`src/rtl/buffer_pkg.sv`:
```
// Shared sizing helpers for the buffer family (counter and pointer widths).
// Latency: n/a (compile-time functions only).
// Backpressure: n/a.
package buffer_pkg;

    // Bits needed to hold an occupancy value in 0..depth.
    function automatic int cnt_width(input int depth);
        return $clog2(depth + 1);
    endfunction

    // Bits needed to address depth entries; never narrower than 1 bit so that
    // a single-entry buffer still has a legal (constant-zero) pointer.
    function automatic int ptr_width(input int depth);
        return (depth > 1) ? $clog2(depth) : 1;
    endfunction

endpackage

```
`src/rtl/wrap_counter.sv`:
```
// Modulo (max_value+1) up-counter used as a circular-buffer pointer.
// Latency: value updates on the rising edge after inc/clr.
// Backpressure: none; inc is taken every cycle it is high, clr wins over inc.
//
// Ports: clk, rst (async active-low), clr (sync clear), inc (advance),
//        value (current count, 0..max_value).
module wrap_counter
    import buffer_pkg::*;
#(
    parameter int max_value = 3,
    parameter int width     = ptr_width(max_value + 1)
) (
    input  logic             clk,
    input  logic             rst,
    input  logic             clr,
    input  logic             inc,
    output logic [width-1:0] value
);

    always_ff @(posedge clk or negedge rst) begin
        if (!rst) begin
            value <= '0;
        end else if (clr) begin
            value <= '0;
        end else if (inc) begin
            // With max_value=0 this compare is always true, pinning value at 0.
            value <= (value == width'(max_value)) ? '0 : value + width'(1);
        end
    end

endmodule

```
`src/rtl/depth_buffer.sv`:
```
// Circular FIFO of depth words with occupancy count, almost-full and flush.
// Latency: a word pushed at edge N is presented on dOUT from cycle N+1.
// Backpressure: dInREQ drops when full unless the consumer pops that cycle.
//
// Ports: clk, rst (async active-low), flush (sync clear),
//        producer dInREQ/dInACK/dIN, consumer dOutACK/dOutREQ/dOUT,
//        count (0..depth), almostFull (count >= afull_level).
module depth_buffer
    import buffer_pkg::*;
#(
    parameter int bit_width   = 32,
    parameter int depth       = 4,
    parameter int afull_level = 3
) (
    input  logic                         clk,
    input  logic                         rst,
    input  logic                         flush,
    output logic                         dInREQ,
    input  logic                         dInACK,
    input  logic [bit_width-1:0]         dIN,
    output logic                         dOutACK,
    input  logic                         dOutREQ,
    output logic [bit_width-1:0]         dOUT,
    output logic [cnt_width(depth)-1:0]  count,
    output logic                         almostFull
);

    localparam int CW = cnt_width(depth);
    localparam int PW = ptr_width(depth);

    logic [bit_width-1:0] storage [depth];
    logic [PW-1:0]        rd_ptr;
    logic [PW-1:0]        wr_ptr;
    logic                 push;
    logic                 pop;

    // Output-side valid depends on registered state only.
    assign dOutACK = (count != '0);
    assign pop     = dOutACK && dOutREQ;

    // Looking at pop lets a full buffer accept a word in the same cycle the
    // head leaves, keeping full throughput. Held low during flush so no
    // producer word is claimed and then discarded.
    assign dInREQ  = rst && !flush && ((count < CW'(depth)) || pop);
    assign push    = dInACK && dInREQ;

    assign dOUT       = storage[rd_ptr];
    assign almostFull = (count >= CW'(afull_level));

    wrap_counter #(
        .max_value (depth - 1),
        .width     (PW)
    ) u_wr_ptr (
        .clk   (clk),
        .rst   (rst),
        .clr   (flush),
        .inc   (push),
        .value (wr_ptr)
    );

    wrap_counter #(
        .max_value (depth - 1),
        .width     (PW)
    ) u_rd_ptr (
        .clk   (clk),
        .rst   (rst),
        .clr   (flush),
        .inc   (pop),
        .value (rd_ptr)
    );

    always_ff @(posedge clk or negedge rst) begin
        if (!rst) begin
            count <= '0;
        end else if (flush) begin
            count <= '0;
        end else begin
            case ({push, pop})
                2'b10:   count <= count + CW'(1);
                2'b01:   count <= count - CW'(1);
                default: count <= count;
            endcase
        end
    end

    // Reset zeroes every entry so dOUT is defined from the first cycle; flush
    // deliberately leaves contents alone since the pointers hide them anyway.
    always_ff @(posedge clk or negedge rst) begin
        if (!rst) begin
            for (int i = 0; i < depth; i++) begin
                storage[i] <= '0;
            end
        end else if (push) begin
            storage[wr_ptr] <= dIN;
        end
    end

endmodule

```
`config.mk`:
```
export PLATFORM = sky130hd
export DESIGN_NAME = depth_buffer
export DESIGN_NICKNAME = d
export VERILOG_FILES = /design/src/rtl/buffer_pkg.sv /design/src/rtl/wrap_counter.sv /design/src/rtl/depth_buffer.sv
export SDC_FILE = /design/constraint.sdc
export NUM_CORES = 1
export LEC_CHECK = 0
export BUFFER_PORTS_ARGS = -buffer_cell sky130_fd_sc_hd__buf_4
export CORE_ASPECT_RATIO = 1.1
export CORE_MARGIN = 4
export CORE_UTILIZATION = 25
export CTS_BUF_LIST = sky130_fd_sc_hd__clkbuf_2
export DETAILED_ROUTE_END_ITERATION = 6
export GPL_TIMING_DRIVEN = 1
export HOLD_SLACK_MARGIN = 0.05
export SLEW_MARGIN = 20
export SYNTH_ARGS = -nofsm -noshare
export SYNTH_HDL_FRONTEND = slang
export SYNTH_SLANG_ARGS = --single-unit
```
`constraint.sdc`:
```
create_clock -name clk -period 3.75 [get_ports clk]
set_input_delay 0.375 -clock clk [delete_from_list [all_inputs] [get_ports clk]]
set_output_delay 0.375 -clock clk [all_outputs]
set_load 0.01 [all_outputs]
```
Word level (Yosys, flattened, before mapping)
Cells that the tools add are included.

cells by class
  order comparisons = 5
  equality and inequality tests = 4
  $add $sub $neg = 4
  reductions and logical operators = 11
  multiplexer cells = 14
  bitwise gates (word level) = 2

operators with widths
  operator                                             count
  bitwise mux 128 bit                                  1
  two-way mux 32 bit                                   3
  binary-select mux 32 bit (select 2 bit)              1
  demux 32 bit (select 2 bit)                          1
  two-way mux 2 bit                                    6
  equality test 2 bit, second input constant           3
  >= comparator 3 bit, second input constant           2
  inverter 2 -> 3 bit                                  2
  one-hot mux 3 bit (2 select lines)                   1
  nonzero test 3 bit                                   2
  logical AND 1 bit                                    5
  adder 2 x 1 -> 2 bit, second input constant          2
  nonzero test 2 bit                                   2
  adder 3 x 1 -> 3 bit, second input constant          1
  >= comparator 3 x 2 -> 1 bit, second input constant  1
  < comparator 3 x 1 -> 1 bit, second input constant   1
  < comparator 3 bit, second input constant            1
  two-way mux 3 bit                                    1
  subtractor 3 x 1 -> 3 bit, second input constant     1
  equality test 2 x 1 -> 1 bit, second input constant  1
  zero test 1 bit                                      1
  logical OR 1 bit                                     1

storage, ports and cells
  flip-flop bits (word level) = 135
  output and inout bits = 38
  bits of input ports = 37

Depth between registers and ports, before layout
  depth in word-level cells = 8
  mapped depth = 8
  gate-level depth less buffers = 8

By module
From an unflattened synthesis, not the netlist that was laid out.

unflattened totals
  cells, all modules = 357
  area, all modules = 6095.8 µm²

modules (own cells, without submodules)
  module        instances  sequential area each (µm²)  area an instance (µm²)  cells an instance
  depth_buffer  1          3278.1                      5895.7                  341
  wrap_counter  2          50.0                        100.1                   8

Least setup slack after synthesis
OpenSTA, ideal clock, no wires.

  kind = register -> register
  start = register count[2]
  end = register count[2]
  data arrival time = 2.103 ns
  cell stages (with the launch flop) = 9
  path buffers = 1
  data required time = 3.625 ns
  slack = 1.523 ns
  setup time = 0.125 ns
  path through = dfrtp_1 nor2b_1 and3b_1 buf_12 nor2_1 fa_1 a2111oi_0 a41oi_1 mux2_2

between the ends
  word-level cells in the longest chain between the ends = 8
  elaborated cells between the ends (all ways) = 13
  classes of those cells = 2 x add/sub; 1 x order compare; 2 x eq/ne; 2 x mux; 6 x reduce/logical

RTL lines
  element                                                     RTL line            text
  from (decl)                                                 depth_buffer.sv:24  output logic [cnt_width(depth)-1:0] count,
  from (signal assigned)                                      depth_buffer.sv:79  2'b10: count <= count + CW'(1);
  from (signal assigned)                                      depth_buffer.sv:80  2'b01: count <= count - CW'(1);
  from (signal assigned)                                      depth_buffer.sv:81  default: count <= count;
  branches (longest 8 deep; another with < comparator 3 bit)  -

Parallel ways; which one is timed is not known.
A chain may end at the register's enable or synchronous reset.

Final worst setup path
  start = register u_rd_ptr.value[0]
  end = output port dOUT[11]

between the ends
  word-level cells in the longest chain between the ends = 4

RTL lines
  element                                                 RTL line            text
  from (decl)                                             wrap_counter.sv:17  output logic [width-1:0] value
  from (signal assigned)                                  wrap_counter.sv:27  value <= (value == width'(max_value)) ? '0 : value + width'(1);
  inverter 2 -> 3 bit (implied by the code)               depth_buffer.sv:47  assign dOUT = storage[rd_ptr];
  binary-select mux 32 bit (select 2 bit)                 depth_buffer.sv:47
  two-way mux 32 bit (implied by the code) (2 in series)  depth_buffer.sv:47
  to (decl)                                               depth_buffer.sv:23  output logic [bit_width-1:0] dOUT,

No other way between the ends. The select of a mux whose other input is x is not followed.

==> metrics <==
status finished, final reports clean; clk slew on worst S/H paths 0.23 ns; Syn Nets 404; Clock Tree Buf Depth 2; Worst-Skew Late Latency 0.68 ns; sequential fraction of the synthesis area 50.7%; Post-DP Area 7400 µm²; CTS tree done; peak fanout along the critical path 28; first-iteration detailed-routing DRC count 224; worst hold path class input port to asynchronous set/reset pin; min Tclk post-route 2.95 ns; first-pass detailed-route iteration total 4; Slew Limit Headroom 32.2%; critical path class flop to output pin; Switch Pwr 1370 µW; Die X 164 µm; RSZ-0062 raised after global routing false; max incr delay on CP 0.87 ns; r2r setup slk 1.34 ns; final worst-path cycle share 78.6%; CP endpoint kind output pin; overall global routing resource usage 10.2%; I/O pin cnt 75; worst-margin pin slew 1.02 ns; syn avg cell area 18.5 µm²; htree depth 4; number of routed nets with antenna violations 0; core box area 26200 µm²; Final Worst Setup Slack 0.802 ns; PwrDens 561 nW/µm²; Crit path buffers/inverters 2; r2r endpoint count[2]; pin count of the biggest net entering global routing 73; via count 3501; Slew Limit Fails 0; P_int 3130 µW; I/O Buffers 74; Worst path top cell family by delay flip-flops; switch share 30.5%; final hold vios 0; CP max stage cell dfrtp_4; Layout Nets 516; Post-DP HPWL 8770 µm; LEAKAGE 0.00396 µW; vias in the first global route 4051; cell row count 62; area delta synth->final 20.4%; die area 29300 µm²; final wirelength 14100 µm; vias per inst 4.17; Layout Utilization 30.6%; cts bufs inserted 17; root buffer cell clkbuf_2; share of cells above drive strength 1 56.6%; flops & latches, synth 135; initial antenna violation count 1; DP Worst Slack 1.20 ns; Final setup viols 0; Comb pwr share 35.0%; clock power share 20.5%; CP most frequent cell buf_4; Die Y 179 µm; sequential share of power 44.5%; CP Data Required Time 3.38 ns; crit path DAT 2.57 ns; clock skew 0.0362 ns; area leader, netlist dfrtp_1; Yosys top cell area share 50.7%; Syn Inst Count 361; remaining global-route overflow 0; wire per inst 16.7 µm; clock sinks 135; Reg2Reg Depth 8; nature of the critical path startpoint flop; maximum vdd drop 0.375 mV; top cells by area, synth dfrtp_1, mux2_4, mux4_2; worst path cell trace buf_4 > mux4_2 > buf_4; yosys warns 0; DRC 0; total power 4500 µW; count of cell types in the netlist 27; starting density of the core 25.4%; global-route wire length before repair 22900 µm; Max Freq 339 MHz; final setup TNS 0 ns; post-route cell area 8020 µm²; GPL Wtd Cong 0.696; Max-Cap Viols 0; FF-to-FF Start count[2]; Post-Synthesis Cell Area 6660 µm²
## per-layer routing
layer | global-route usage [%] | part of all wire (%) | vias up
li1 | - | - | 1554
met1 | 12.8 | 44 | 1879
met2 | 17.0 | 51 | 54
met3 | 2.87 | 3.4 | 14
met4 | 3.11 | 1.5 | 0
met5 | 0 | 0 | -
## logic make-up after synthesis
logic type | count (synthesis) | synth area share (%)
flip-flops | 135 | 50.7
XOR/XNOR | 2 | 0.263
AND/OR/NAND/NOR | 23 | 2.70
buffers and inverters | 26 | 4.71
multiplexers | 164 | 39.8
AO/OA/AOI/OAI | 5 | 0.526
adder cells (fa/ha/maj) | 6 | 1.24
## registers in the layout, indices dropped and copies added (netlist names)
register / flops
u_rd_ptr.value: 2
count: 3
u_wr_ptr.value: 2
storage: 128
## area by class of cell
type	instances	area [µm²]
tap	352	440
clock buffer	17	85.1
antenna	2	5.00
sequential	135	3380
clock inverter	15	161
timing repair buffer	115	960
multi-input combinational	200	2970
fill	2647	18200
inverter	4	15.0
## stage by stage
stage	instances	hold WS [ns]
final	840	0.400
after global routing	840	0.352
after CTS	838	0.328
after detailed placement	769	0.490
after global placement	769	0.481
after floorplan	361	0.0794
## timing repair
action / 4_1_cts / 5_1_grt
resized for setup: 0 / 0
hold buffers: 37 / 0
buffers inserted: 0 / 0
hold endpoints to repair: 198 / 0
## power groups by stage
stage / Sequential (µW) / Clock, µW / Combinational, µW
global placement: 2000 / 0 / 1530
CTS: 2010 / 971 / 1610
global route: 2050 / 1030 / 1690
finish: 2000 / 924 / 1580
detailed placement: 2030 / 0 / 1570
floorplan: 1870 / 0 / 1080
## worst reg2reg max path: stages, from the launching register on
cell       delay (ns)
dfrtp_1          0.49
nor2b_1          0.16
and3b_1          0.20
buf_4            0.27
nor2_1           0.10
fa_1             0.40
a2111oi_0        0.37
a41oi_1          0.09
mux2_2           0.28
## how the worst max path moves through the flow
stage,startpoint,endpoint,slack [ns],cells after the start
after floorplan,count[2],count[2],1.52,8
after global placement,u_rd_ptr.value[0],dOUT[16],1.23,3
after detailed placement,u_rd_ptr.value[0],dOUT[11],1.20,3
after CTS,u_rd_ptr.value[0],dOUT[11],0.32,3
after global routing,u_rd_ptr.value[0],dOUT[13],0.52,3
final,u_rd_ptr.value[0],dOUT[11],0.80,3
## cells in the mapped netlist
cell,count
or3_1,1
inv_1,4
ha_1,5
xnor2_1,1
mux4_2,32
a21o_1,1
dfrtp_1,135
fa_1,1
mux2_4,120
nand3_1,1
nand2_1,3
nand2b_1,2
clkbuf_1,5
a2111oi_0,1
buf_2,4
mux2i_1,2
nor2_1,5
nor3_1,1
and3b_1,1
a41oi_1,1
nor2b_1,4
xor2_1,1
nand2_8,4
mux2_2,10
buf_12,13
a21oi_1,2
and2b_1,1
## cell usage in the layout, fill, tap and decap left out
master	instances
fa_1	1
or3_1	1
nor2_1	5
dfrtp_2	1
a21o_1	1
ha_1	5
inv_1	4
mux2i_1	2
and3b_1	1
bufinv_16	3
buf_4	77
clkinvlp_4	3
and2b_1	1
xnor2_1	1
a2111oi_0	1
a41oi_1	1
clkinv_2	4
mux2_2	10
nand2_1	3
nand2_8	4
nand3_1	1
clkinv_1	3
clkinv_4	2
dlygate4sd3_1	37
nand2b_1	2
buf_6	1
nor2b_1	4
dfrtp_4	1
xor2_1	1
dfrtp_1	133
diode_2	2
clkbuf_2	17
a21oi_1	2
mux2_4	120
mux4_2	32
nor3_1	1
Power figures use the tool's default switching activity.
